<file path="src/rtl/morse_keyer_fifo.sv">
// Buffered Morse keyer: a character FIFO feeding a unit-timed key/lamp FSM.
// Define MORSE_WORD_GAP_EN to accept code 36 as a 4-unit word space.
module morse_keyer_fifo #(
    parameter int UNIT_CYCLES = 4,
    parameter int FIFO_DEPTH  = 4
) (
    input  logic                        clk,
    input  logic                        reset_n,
    input  logic [5:0]                  num,
    input  logic                        ready,
    output logic                        full,
    output logic                        key,
    output logic                        ponto,
    output logic                        traco,
    output logic                        busy,
    output logic                        err,
    output logic [$clog2(FIFO_DEPTH):0] level
);
    localparam int AW = $clog2(FIFO_DEPTH);
    localparam int CW = (UNIT_CYCLES > 1) ? $clog2(UNIT_CYCLES) : 1;
`ifdef MORSE_WORD_GAP_EN
    localparam logic [5:0] MAX_CODE = 6'd36;
`else
    localparam logic [5:0] MAX_CODE = 6'd35;
`endif

    typedef logic [AW:0] lvl_t;
    typedef enum logic [2:0] {IDLE, MARK, SPACE, CGAP, WGAP} state_t;

    // {len, pattern} with the first symbol in pattern bit 4, 1 = dash
    function automatic logic [7:0] lookup(input logic [5:0] c);
        logic [7:0] r;
        case (c)
            6'd0:  r = {3'd5, 5'b11111};
            6'd1:  r = {3'd5, 5'b01111};
            6'd2:  r = {3'd5, 5'b00111};
            6'd3:  r = {3'd5, 5'b00011};
            6'd4:  r = {3'd5, 5'b00001};
            6'd5:  r = {3'd5, 5'b00000};
            6'd6:  r = {3'd5, 5'b10000};
            6'd7:  r = {3'd5, 5'b11000};
            6'd8:  r = {3'd5, 5'b11100};
            6'd9:  r = {3'd5, 5'b11110};
            6'd10: r = {3'd2, 5'b01000};
            6'd11: r = {3'd4, 5'b10000};
            6'd12: r = {3'd4, 5'b10100};
            6'd13: r = {3'd3, 5'b10000};
            6'd14: r = {3'd1, 5'b00000};
            6'd15: r = {3'd4, 5'b00100};
            6'd16: r = {3'd3, 5'b11000};
            6'd17: r = {3'd4, 5'b00000};
            6'd18: r = {3'd2, 5'b00000};
            6'd19: r = {3'd4, 5'b01110};
            6'd20: r = {3'd3, 5'b10100};
            6'd21: r = {3'd4, 5'b01000};
            6'd22: r = {3'd2, 5'b11000};
            6'd23: r = {3'd2, 5'b10000};
            6'd24: r = {3'd3, 5'b11100};
            6'd25: r = {3'd4, 5'b01100};
            6'd26: r = {3'd4, 5'b11010};
            6'd27: r = {3'd3, 5'b01000};
            6'd28: r = {3'd3, 5'b00000};
            6'd29: r = {3'd1, 5'b10000};
            6'd30: r = {3'd3, 5'b00100};
            6'd31: r = {3'd4, 5'b00010};
            6'd32: r = {3'd3, 5'b01100};
            6'd33: r = {3'd4, 5'b10010};
            6'd34: r = {3'd4, 5'b10110};
            6'd35: r = {3'd4, 5'b11000};
            default: r = 8'd0;
        endcase
        return r;
    endfunction

    state_t        state, state_n;
    logic [4:0]    sh, sh_n;
    logic [2:0]    rem, rem_n;
    logic [CW-1:0] ucyc;
    logic [1:0]    units, dur_m1;
    logic          tick, done, take;
    lvl_t          wp, rp, cnt_n;
    logic [5:0]    mem [FIFO_DEPTH];
    logic [5:0]    head;
    logic [7:0]    code_lut;
    logic          wr_try, push, pop, bad, nonempty;
    logic          key_n, ponto_n, traco_n, busy_n;

    assign wr_try   = ready && !full;
    assign push     = wr_try && (num <= MAX_CODE);
    assign bad      = wr_try && (num > MAX_CODE);
    assign nonempty = (level != '0);
    assign head     = mem[rp[AW-1:0]];
    assign code_lut = lookup(head);
    assign pop      = take;
    assign cnt_n    = level + lvl_t'(push) - lvl_t'(pop);

    always_ff @(posedge clk or negedge reset_n) begin
        if (!reset_n) begin
            wp    <= '0;
            rp    <= '0;
            level <= '0;
            full  <= 1'b0;
            err   <= 1'b0;
        end else begin
            if (push) wp <= wp + lvl_t'(1);
            if (pop)  rp <= rp + lvl_t'(1);
            level <= cnt_n;
            full  <= (cnt_n == lvl_t'(FIFO_DEPTH));
            err   <= bad;
        end
    end

    always_ff @(posedge clk) begin
        if (push) mem[wp[AW-1:0]] <= num;
    end

    assign tick = (ucyc == CW'(UNIT_CYCLES - 1));
    assign done = tick && (units == dur_m1);

    always_comb begin
        dur_m1 = 2'd0;
        unique case (state)
            MARK:    dur_m1 = sh[4] ? 2'd2 : 2'd0;
            CGAP:    dur_m1 = 2'd2;
            WGAP:    dur_m1 = 2'd3;
            default: dur_m1 = 2'd0;
        endcase
    end

    always_ff @(posedge clk or negedge reset_n) begin
        if (!reset_n) begin
            state <= IDLE;
            sh    <= '0;
            rem   <= '0;
            ucyc  <= '0;
            units <= '0;
        end else begin
            state <= state_n;
            sh    <= sh_n;
            rem   <= rem_n;
            if (state == IDLE || done) begin
                ucyc  <= '0;
                units <= '0;
            end else if (tick) begin
                ucyc  <= '0;
                units <= units + 2'd1;
            end else begin
                ucyc <= ucyc + CW'(1);
            end
        end
    end

    always_comb begin
        state_n = state;
        sh_n    = sh;
        rem_n   = rem;
        take    = 1'b0;
        unique case (state)
            IDLE: take = nonempty;
            MARK: begin
                if (done) state_n = (rem == 3'd1) ? CGAP : SPACE;
            end
            SPACE: begin
                if (done) begin
                    state_n = MARK;
                    sh_n    = {sh[3:0], 1'b0};
                    rem_n   = rem - 3'd1;
                end
            end
            CGAP, WGAP: begin
                if (done) begin
                    take = nonempty;
                    if (!nonempty) state_n = IDLE;
                end
            end
            default: state_n = IDLE;
        endcase
        if (take) begin
            state_n = MARK;
            sh_n    = code_lut[4:0];
            rem_n   = code_lut[7:5];
`ifdef MORSE_WORD_GAP_EN
            if (head == 6'd36) state_n = WGAP;
`endif
        end
    end

    // Outputs are registered from the next state so they align with it
    always_comb begin
        key_n   = (state_n == MARK);
        ponto_n = key_n && !sh_n[4];
        traco_n = key_n && sh_n[4];
        busy_n  = (state_n != IDLE) || (cnt_n != '0);
    end

    always_ff @(posedge clk or negedge reset_n) begin
        if (!reset_n) begin
            key   <= 1'b0;
            ponto <= 1'b0;
            traco <= 1'b0;
            busy  <= 1'b0;
        end else begin
            key   <= key_n;
            ponto <= ponto_n;
            traco <= traco_n;
            busy  <= busy_n;
        end
    end

endmodule

</file>
<file path="config.mk">
export PLATFORM = sky130hd
export DESIGN_NAME = morse_keyer_fifo
export DESIGN_NICKNAME = d
export VERILOG_FILES = /design/src/rtl/morse_keyer_fifo.sv
export SDC_FILE = /design/constraint.sdc
export NUM_CORES = 1
export LEC_CHECK = 0
export BUFFER_PORTS_ARGS = -buffer_cell sky130_fd_sc_hd__buf_2
export CORE_MARGIN = 2
export CORE_UTILIZATION = 40
export CTS_BUF_LIST = sky130_fd_sc_hd__clkbuf_16
export DETAILED_ROUTE_END_ITERATION = 8
export SLEW_MARGIN = 20
export SYNTH_ARGS = -nofsm -noshare
export SYNTH_HDL_FRONTEND = slang
export SYNTH_SLANG_ARGS = --single-unit
</file>
<file path="constraint.sdc">
create_clock -name clk -period 4 [get_ports clk]
set_input_delay 0.4 -clock clk [delete_from_list [all_inputs] [get_ports clk]]
set_output_delay 0.4 -clock clk [all_outputs]
set_load 0.02 [all_outputs]
</file>
Yosys cells after proc, flatten, opt, wreduce, memory -nomap -nowiden --
Memories as Yosys holds them, arrays and structs flattened. Cells that the tools add are included.
Operators by class: add/sub/neg operators 7, magnitude comparators 2, equal/unequal tests 9, muxes and demuxes 23, reduce and logical (&&, ||, !) cells 19
Operators by type and width (count):
- two-way mux 3 bit | 8
- two-way mux 5 bit | 3
- one-hot mux 3 bit (4 select lines) | 1
- two-way mux 2 bit | 5
- == test 3 x 1 -> 1 bit (second input constant) | 3
- nonzero test 3 bit | 3
- adder 3 x 1 -> 3 bit (second input constant) | 2
- == test 3 x 2 -> 1 bit (second input constant) | 2
- == test 3 bit (second input constant) | 2
- greater-than comparator 6 bit (second input constant) | 1
- <= comparator 6 bit (second input constant) | 1
- logical AND 1 bit | 6
- one-hot mux 2 bit (3 select lines) | 1
- nonzero test 2 bit | 3
- adder 2 x 1 -> 2 bit (second input constant) | 2
- two-way mux 1 bit | 4
- adder 3 x 1 -> 3 bit | 1
- zero test 3 bit | 1
- subtractor 3 x 1 -> 3 bit | 1
- subtractor 3 x 1 -> 3 bit (second input constant) | 1
- == test 2 bit | 1
- == test 2 bit (second input constant) | 1
- zero test 1 bit | 2
- logical OR 1 bit | 2
- 3 further kinds | 3
Word-level totals: register bits 30, RAM bits 24, bits in read-only memories 512, input port bits 9, output and inout port bits 9, logic and storage cells 77, memories kept 2
Memories:
- (no name shown) | depth 64, width 8, rd ports 1, clocked after Yosys merged registers in 0, wr ports 0, line 33 | case (c)
- mem | depth 4, width 6, rd ports 1, clocked after Yosys merged registers in 0, wr ports 1, line 82 | logic [5:0] mem [FIFO_DEPTH];

Longest topological paths before layout --
depth after elaboration 9, mapped depth 14, mapped depth without buffers 13

Worst setup path before layout --
Ideal clock, no wire load.
path kind reg-to-reg, start register ucyc[0], end register busy, setup time 0.138 ns, arrival time 3.452 ns, data required time 3.862 ns, slack 0.409 ns, cell stages (with the launch flop) 15, path buffers 1, clock period less this slack 3.591 ns, cells stage by stage dfrtp_1 ha_1 and4bb_2 and3_1 o21ai_1 inv_1 clkbuf_1 ha_1 inv_1 ha_1 fa_1 xnor2_1 inv_1 or3_1 or4_1
Between the ends: word-level cells in the longest chain between the ends 7, elaborated cells on any way between the ends 13, those cells by class add/sub (1); eq/ne (1); mux (7); reduce/logical (4)
Ends and longest elaborated chain:
- from (decl) | line 78 | logic [CW-1:0] ucyc;
- from (signal assigned) | line 148 | ucyc <= ucyc + CW'(1);
- == test 2 bit | line 117 | assign tick = (ucyc == CW'(UNIT_CYCLES - 1));
- logical AND 1 bit | line 118 | assign done = tick && (units == dur_m1);
- two-way mux 1 bit | line 171 | if (done) begin
- one-hot mux 1 bit (2 select lines) | line 158 | unique case (state)
- subtractor 3 x 1 -> 3 bit | line 95 | assign cnt_n = level + lvl_t'(push) - lvl_t'(pop);
- net cnt_n[2] | line 81 | lvl_t wp, rp, cnt_n;
- nonzero test 3 bit | line 193 | busy_n = (state_n != IDLE) || (cnt_n != '0);
- logical OR 1 bit | line 193
- net busy_n | line 86 | logic key_n, ponto_n, traco_n, busy_n;
- to (signal assigned) | line 206 | busy <= busy_n;
- to (decl) | line 15 | output logic busy,
The timed path passes the listed nets, and every way through them passes these cells. A chain may end at the register's enable or synchronous reset.

Worst setup path after layout --
Same ends and word-level chain as after synthesis.

==> reports/metrics.yaml <==
cts_htree_levels: 2
clk_path_buf_depth: 2
cts_made_buffers: 5
p_clk_frac: 0.168
drive_above_1_share: 0.1511
clock_latency_ps: 290
coreArea_sq_mm: 0.007176
critPathMaxStageDelay_ps: 390
final_common_cell: "dfrtp_1"
pwr-share-seq: 0.345
cp_data_required_time_ps: 4160
hp-class: "primary input to asynchronous set/reset pin"
yosysSeqAreaShare: 0.4857
avgSynthCellArea_sq_um: 11.09
synth-simple-area-share: 0.1432
wl_per_cell_microns: 14.72
cts_hold_buf: 0
critical-path-top-delay-family: "adder cells"
viasPerCell: 5.255
cp_num_buf_inv: 3
yosys_most_used_dff: "dfrtp_1"
die_x_microns: 89.54
num_rows: 31
clock_skew_ps: 4.067
cts_tree: "done"
grt_max_degree: 29
drc: 0
synth_area_sq_mm: 0.002927
rsz0062_at_grt: "no"
antenna_found_initial: 0
synthMuxAreaShare: 0.09491
synth_top_family_by_area: "simple AND/OR/NAND/NOR gates"
synth_edf_count: 24
criticalPathCategory: "flip-flop to flip-flop"
initial_core_util: 0.4078
worstSetupStartpointType: "flip-flop"
post-route-period-util: 0.8920
synth_fa_ha_area_frac: 0.07097
cts-root-buf: "clkbuf_16"
post-route-util: 0.4495
pre_cts_slack_ps: 428.8
intPower_mw: 1.435
nets: 302
insertedDiodeCount: 0
crit_fanout: 6
synthToLayoutAreaGrowth_pct: 10.22
grt_pass1_wl_microns: 9218
first_iter_violations: 156
syn-num-nets: 289
post_cts_resized: 0
dr.pass1.iters: 4
swShare: 0.4203
slew_headroom: 0.5560
ios: 18
cpMaxStageDelayCell: "or4_1"
max_freq_mhz: 280.3
worstPathArrival_ps: 3730
p_switching_mw: 1.041
hold_viol_final: 0
setup_viol: 0
dp_hpwl_microns: 3918
routed_wl_microns: 5551
p_leak_nw: 1.309
synth.distinct_cells: 54
pwr-share-comb: 0.487
path_clk_slew_ps: 60
grt_pass1_vias: 1917
finalMaxSlewViolations: 0
peakVddDrop_uv: 420.4
synth_seq_cells: 52
synthCells: 264
vias: 1981
p_per_area_mw_per_mm2: 767.6
dieHeight_microns: 89.54
synth_xor_area_frac: 0.03848
fin_crit_ps: 3568
tightest_slew_ps: 649.2
port_buffers: 17
cts_setup_buffers: 0
fin_ws_ps: 432.2
ys_warn_count: 0
track_usage: 0.1518
routabilityCongestion: 0.7821
die-area_sq_mm: 0.008017
async_reset_ff_frac: 0.5385
synth_compound_area_frac: 0.1227
status: "finished, final reports clean"
drt.antenna.violating_nets: 0
grt_overflow: 0
cts.sinks: 52
final_cell_mix: "28 x dfrtp_1, 24 x edfxtp_1, 21 x nand2_1"
critPathCaptureType: "flip-flop"
crit_chain: "ha_1 -> and4bb_2 -> and3_1 -> o21ai_1 -> inv_1 -> ha_1 -> inv_1 -> ha_1 -> fa_1 -> xnor2_1 -> inv_1 -> or3_1 -> or4_1"
drv_cap: 0
fin_tns_setup_ps: 0
## state kept, by name, summed over array words and instances, names as in the netlist, 2 cells and up
name and cells:
state 3, rem 3, ucyc 2, mem 24
rp 2, wp 2, sh 5, units 2
level 3
## worst register-to-register path, delay by kind of cell, from the launching register on
family	cells	cell delay [ps]
AOI/OAI and AO/OA	1	360
xor gates and xnor gates	1	220
buffers and inverters	3	240
DFF	1	380
adders and majority gates	4	1120
and+or+nand+nor	4	1110
## stage by stage
stage / instances / cell area [sq um] / hold slack (ps) / total power [mW]
2_1_floorplan: 264 / 2927 / 104.4 / 1.793
3_3_place_gp: 369 / 3082 / 423.3 / 2.059
3_5_place_dp: 369 / 3082 / 434.6 / 2.072
4_1_cts: 377 / 3226 / 146.9 / 2.496
5_1_grt: 377 / 3226 / 172.1 / 2.688
6_report: 377 / 3226 / 119.5 / 2.476
## worst paths after layout
check / start / to / slack (ps) / depth (start not counted)
worst max-delay path: ucyc[0]$_DFF_PN0_ / busy$_DFF_PN0_ / 430 / 13
worst min register to register: ucyc[0]$_DFF_PN0_ / ucyc[0]$_DFF_PN0_ / 440 / 1
max in group asynchronous: reset_n / rp[0]$_DFFE_PN0N_ / 3480 / 1
worst min-delay path: reset_n / level[0]$_DFF_PN0_ / 120 / 1
worst max register to register: ucyc[0]$_DFF_PN0_ / busy$_DFF_PN0_ / 430 / 13
min in group clk: num[1] / mem[2][1]$_DFFE_PP_ / 320 / 1
## cell type report
class	instances	area, sq um
Clock buffer	5	125.1
Tap cell	99	123.9
Inverter	16	60.06
Multi-Input combinational cell	183	1376
Clock inverter	3	18.77
Fill cell	688	3950
Sequential cell	52	1421
Timing Repair Buffer	19	100.1
## cells in the mapped netlist, types with 2 or more instances
cell | instances | area share
a211oi_1 | 4 | 0.010
mux2i_1 | 12 | 0.041
o22ai_1 | 3 | 0.0064
nor2_1 | 17 | 0.022
a21oi_1 | 12 | 0.021
buf_1 | 2 | 0.0026
nor2b_1 | 2 | 0.0043
inv_1 | 16 | 0.021
xor2_1 | 2 | 0.0060
ha_1 | 15 | 0.064
nor3b_1 | 2 | 0.0051
a31oi_1 | 7 | 0.015
mux4_2 | 6 | 0.046
nand2_1 | 21 | 0.027
o31ai_1 | 3 | 0.0077
xnor2_1 | 9 | 0.027
clkbuf_1 | 7 | 0.0090
o21bai_1 | 2 | 0.0051
nor4b_1 | 2 | 0.0060
or4_1 | 2 | 0.0051
nand3_1 | 3 | 0.0051
and3_1 | 4 | 0.0085
nor3_1 | 8 | 0.014
nand2b_1 | 3 | 0.0064
buf_2 | 2 | 0.0034
mux2_2 | 2 | 0.0077
edfxtp_1 | 24 | 0.25
o211ai_1 | 3 | 0.0077
and2_1 | 5 | 0.011
o21ai_0 | 13 | 0.022
dfrtp_1 | 28 | 0.24
## cell families (layout without fill, tap and decap cells)
kind of cell,count (synthesis),after routing
adders and majority gates,16,16
DFF,52,52
and+or+nand+nor,79,79
muxes,20,20
xor gates and xnor gates,12,12
buffers and inverters,29,43
AOI/OAI and AO/OA,56,56
## power by group through the flow
stage,logic (mW),registers [mW],clock network [mW]
after floorplan,0.957,0.835,0
after global routing,1.36,0.878,0.448
after CTS,1.21,0.856,0.426
after global placement,1.20,0.861,0
after detailed placement,1.21,0.866,0
final,1.21,0.854,0.416
## per-layer routing
| layer | part of all wire | up-vias | GRT usage |
|---|---|---|---|
| met2 | 0.49 | 18 | 0.2512 |
| met5 | 0 | - | 0 |
| met4 | 0.013 | 0 | 0.05563 |
| met1 | 0.47 | 969 | 0.1994 |
| li1 | - | 989 | - |
| met3 | 0.018 | 5 | 0.02770 |
(Power assumes the default switching activity.)
